[config.mk]
export PLATFORM = sky130hd
export DESIGN_NAME = key_edge
export DESIGN_NICKNAME = d
export VERILOG_FILES = /design/src/rtl/code_checker_key_edge.sv
export SDC_FILE = /design/constraint.sdc
export NUM_CORES = 1
export LEC_CHECK = 0
export BUFFER_PORTS_ARGS = -buffer_cell sky130_fd_sc_hd__clkbuf_2
export CORE_AREA = 2 2 39 41
export DETAILED_ROUTE_END_ITERATION = 10
export DIE_AREA = 0 0 41 43
export SYNTH_ARGS = -nofsm -noshare
export SYNTH_HDL_FRONTEND = slang
export SYNTH_SLANG_ARGS = --single-unit
[constraint.sdc]
create_clock -name clk -period 1.55 [get_ports clk]
set_input_delay 0.0775 -clock clk [delete_from_list [all_inputs] [get_ports clk]]
set_output_delay 0.0775 -clock clk [all_outputs]
set_load 0.05 [all_outputs]
[src/rtl/code_checker_key_edge.sv]
// Turns the keypad "found" level into a one-cycle key event and keeps the last key code.
// The event and o_num are valid in the rising-edge cycle itself, so no latency is added.
module key_edge (
   input  logic       clk,
   input  logic       rst_n,
   input  logic       i_found,
   input  logic [3:0] i_num,
   output logic       o_evt,
   output logic [3:0] o_num
);
   logic       r_found;
   logic [3:0] r_num;
   logic       w_evt;

   assign w_evt = i_found & ~r_found;

   always_ff @(posedge clk or negedge rst_n) begin
      if (!rst_n) begin
         r_found <= 1'b0;
         r_num   <= 4'd0;
      end else begin
         r_found <= i_found;
         if (w_evt) r_num <= i_num;
      end
   end

   assign o_evt = w_evt;
   assign o_num = w_evt ? i_num : r_num;
endmodule

# ---- Word-level counts from Yosys, hierarchy flattened
# Cells that the tools add are included.
dict set report op_classes {
  mux 1
  n_bitwise 2
}
# operator n
set ops {}
lappend ops {{two-way mux 4 bit} 1}
lappend ops {{AND 1 bit} 1}
lappend ops {{inverter 1 bit} 1}
dict set report word_totals {
  regBits 5
  inputBits 7
  output_inout_bits 5
  wordCells 5
}

# ---- Logic depth before layout (Yosys ltp)
dict set report logic_depth {
  depth_word 3
  depth_mapped 2
  mapped_depth_nobuf 2
}

# ---- Worst setup path after synthesis
# No wires, ideal clock.
dict set report synth_timing {
  path_kind {reg2reg}
  start {register r_found}
  end {register r_num[0]}
  setup_time_ps 156
  arrival_ps 889
  t_required_ps 1394
  path_slack_ps 505
  stages_incl_launch_ff 3
  n_path_buf 0
  synth_period_minus_slack_ps 1045
  cell_sequence {dfrtp_1 nand2b_4 mux2_4}
}
dict set report synth_between {
  elab_chain_cells 3
}
# item line
set synth_lines {}
lappend synth_lines {{from (decl)} 11} ;# logic r_found;
lappend synth_lines {{from (signal assigned)} 22} ;# r_found <= i_found;
lappend synth_lines {{inverter 1 bit} 15} ;# assign w_evt = i_found & ~r_found;
lappend synth_lines {{AND 1 bit} 15}
lappend synth_lines {{two-way mux 4 bit} --}
lappend synth_lines {{named net o_num[0]} 9} ;# output logic [3:0] o_num
lappend synth_lines {{to (signal assigned)} 23} ;# if (w_evt) r_num <= i_num;
lappend synth_lines {{to (decl)} 12} ;# logic [3:0] r_num;
# The timed path passes the listed nets, and every way through them passes these cells.

# ---- Final worst setup path
dict set report layout_timing {
  start {input i_found}
  end {output o_num[0]}
}
dict set report layout_between {
  elab_chain_cells 2
}
# item line
set layout_lines {}
lappend layout_lines {{from (decl)} 6} ;# input logic i_found,
lappend layout_lines {{AND 1 bit} 15}
lappend layout_lines {{two-way mux 4 bit} 28} ;# assign o_num = w_evt ? i_num : r_num;
lappend layout_lines {{to (decl)} 9}
# Every way passes these cells.

==> impl_metrics.py <==
metrics = {
    "sta": {
        "max_freq_ghz": 0.675,
        "worstMarginPinSlew_ns": 0.280,
        "setup_tns_ns": 0,
        "finalSetupViolCount": 0,
        "finalCritPeriodShare_pct": 95.5,
        "final-hold-violation-count": 0,
        "final.min_clock_period_ns": 1.48,
        "finalClockSkew_ns": 0.00288,
        "slew_viol_final": 0,
        "rsz0062_at_grt": "no",
        "slew_headroom_pct": 81.4,
    },
    "synth": {
        "yosys.area_share.adder_pct": 0,
        "synth_top_family_by_area": "multiplexers",
        "synth_top_cell_by_area": "dfrtp_1",
        "ys_seq_area_share_pct": 61.7,
        "ys_seq_elements": 5,
        "netlist_top_cells_area": "dfrtp_1, mux2_4, nand2b_4",
        "synthSimpleGateAreaFrac_pct": 6.79,
        "synth_ff_type": "dfrtp_1",
        "synth_mux_area_share_pct": 29.6,
        "synthArstFlopShare_pct": 100,
        "synth_edf_count": 0,
        "synth_area_sq_um": 203,
        "syn-num-nets": 18,
        "post-synth-top-count-cell": "dfrtp_1",
        "synth_xor_xnor_area_share_pct": 0,
        "synthCells": 11,
        "syn_area_per_cell_sq_um": 18.4,
        "synth_top_area_share_pct": 61.7,
        "synth_compound_area_share_pct": 0,
        "synth_cell_types": 4,
        "ys_top_cells_by_count": "dfrtp_1, mux2_4, inv_1, nand2b_4",
        "yosysWarnings": 0,
    },
    "die": {
        "die_w_microns": 41,
        "core_sq_mm": 0.00138,
        "placementRows": 14,
        "die_area_sq_mm": 0.00176,
        "start_util_pct": 14.6,
        "fp.dieH_microns": 43,
        "pin_count": 12,
    },
    "worst_setup_path": {
        "crit_path_cell_trace": "dlygate4sd3_1, clkbuf_2, nand2b_4, mux2_4, clkbuf_2",
        "cp.arrival_ns": 1.40,
        "worstSetupEndpointType": "output port",
        "r2r-start": "r_found",
        "cp_top_family": "buffers and inverters",
        "crit_path_end": "o_num[0]",
        "worstPathMaxFanout": 5,
        "cpMostUsedCell": "clkbuf_2",
        "worstPathRequired_ns": 1.47,
        "crit_type": "input port to output port",
        "reg2regPathDepth": 2,
        "rrSetupSlack_ns": 0.60,
        "critical_path.startpoint": "i_found",
        "path_buf_inv": 3,
        "reg2reg_to": "r_num[0]",
        "cp.depth": 5,
        "worst_setup_path_start_kind": "input port",
        "critPathMaxStageDelay_ns": 0.53,
        "slowest_stage": "dlygate4sd3_1",
    },
    "global_routing": {
        "grt_use_total_pct": 6.05,
        "grt_pass1_wl_microns": 669,
        "grt_max_degree": 6,
        "antenna_found_initial": 0,
        "grt_overflow_total": 0,
        "grt_pass1_vias": 166,
    },
    "job": {
        "drv_cap": 0,
    },
    "pwr": {
        "switchingPower_uw": 138,
        "clockPowerShare_pct": 34.5,
        "leakage_uw": 0.000180,
        "powerDensity_mw_per_mm2": 1320,
        "seqPwrFrac_pct": 35.7,
        "pwr-share-comb_pct": 29.8,
        "swShare_pct": 32.5,
        "ir_drop_uv": 504,
        "p_int_uw": 288,
    },
    "cells_and_area": {
        "multi_input_area_sq_um": 73.8,
        "n_antenna_cell": 0,
        "register_area_sq_um": 125,
        "postLayoutCellArea_sq_um": 324,
        "final_nets": 36,
        "area_growth_pct": 59.9,
        "num-fill-cells": 140,
        "drive_gt1_share_pct": 67.9,
    },
    "clock_tree": {
        "clk_path_buf_depth": 2,
        "h-tree-depth": 1,
        "cts_sinks": 5,
        "clk_root_buffer_cell": "clkbuf_4",
        "worstSkewPairLatency_ns": 0.24,
        "cts_tree": "done",
        "cts_hold_buf": 2,
        "numCtsBuffers": 3,
        "post_cts_buffers": 0,
        "ctsResizeCount": 0,
        "clk_pin_slew_ns": 0.04,
    },
    "route": {
        "viasPerCell": 3.36,
        "ant_nets": 0,
        "avgRoutedWirePerCell_microns": 8.91,
        "drc": 0,
        "vias": 148,
        "first_pass_iters": 1,
        "drtIter0Drc": 0,
        "finalWirelength_microns": 392,
    },
    "hold_path": {
        "hold_path_class": "input port to flop",
    },
    "place": {
        "io_buffers": 11,
        "dpl_cell_area_sq_um": 278,
        "gp_congestion": 0.636,
    },
    "outcome": {
        "status": "finished clean",
    },
}
## kinds of logic (layout without fill, tap and decap cells)
family | Yosys count | after routing
flip-flops | 5 | 5
AND/OR/NAND/NOR | 1 | 1
buffers and inverters | 1 | 18
multiplexers | 4 | 4
## cell usage in the layout (no fill, tap or decap), drive strengths merged
cell         count
inv              1
mux2             4
dlygate4sd3      2
dfrtp            5
clkbuf          15
nand2b           1
## layer usage
metal / global-route usage (%) / share of wire (%) / vias to the layer above
met5: 0 / 0 / -
met4: 6.00 / 0 / 0
met3: 4.19 / 15 / 0
met2: 7.19 / 40 / 14
met1: 6.54 / 44 / 62
li1: - / - / 72
## metrics by stage
step                      hold slack, ns  instances  setup WS, ns  total power (uW)  util (%)
final                             0.0850         44        0.0692               427      23.4
after CTS                         0.0804         44        0.0609               434      23.4
after global placement            -0.102         38         0.409               278      20.1
after detailed placement         -0.0965         38         0.416               278      20.1
after floorplan                   -0.218         11         0.505               251         -
after global routing              0.0853         44        0.0212               450      23.4
## sequential cells by signal, indices dropped and copies added, names as in the netlist
register,flops
r_num,4
r_found,1
## final cells by class
cell class	count	share of cell area (%)
Multi-Input combinational cell	5	22.8
Clock buffer	4	8.11
Inverter	1	1.16
Timing Repair Buffer	13	23.2
Tap cell	16	6.18
Sequential cell	5	38.6
## worst min path at each step
stage	endpoint	slack [ns]	cells after the start	from
2_1_floorplan	r_found	-0.22	0	rst_n
3_3_place_gp	r_found	-0.10	1	rst_n
3_5_place_dp	r_found	-0.1	1	rst_n
4_1_cts	r_num[1]	0.08	2	i_num[1]
5_1_grt	r_num[3]	0.09	2	i_num[3]
6_report	r_num[1]	0.09	2	i_num[1]
## power groups by stage
| stage | Combinational, uW | Clock [uW] | Sequential (uW) |
|---|---|---|---|
| 6_report | 127 | 147 | 152 |
| 5_1_grt | 134 | 163 | 154 |
| 4_1_cts | 129 | 153 | 152 |
| 3_5_place_dp | 124 | 0 | 154 |
| 3_3_place_gp | 124 | 0 | 155 |
| 2_1_floorplan | 98.1 | 0 | 153 |
## worst register-to-register path, cell delays in order, from the launching register on
cell,delay [ns]
dfrtp_1,0.35
nand2b_4,0.17
mux2_4,0.31
(Power assumes the default switching activity.)
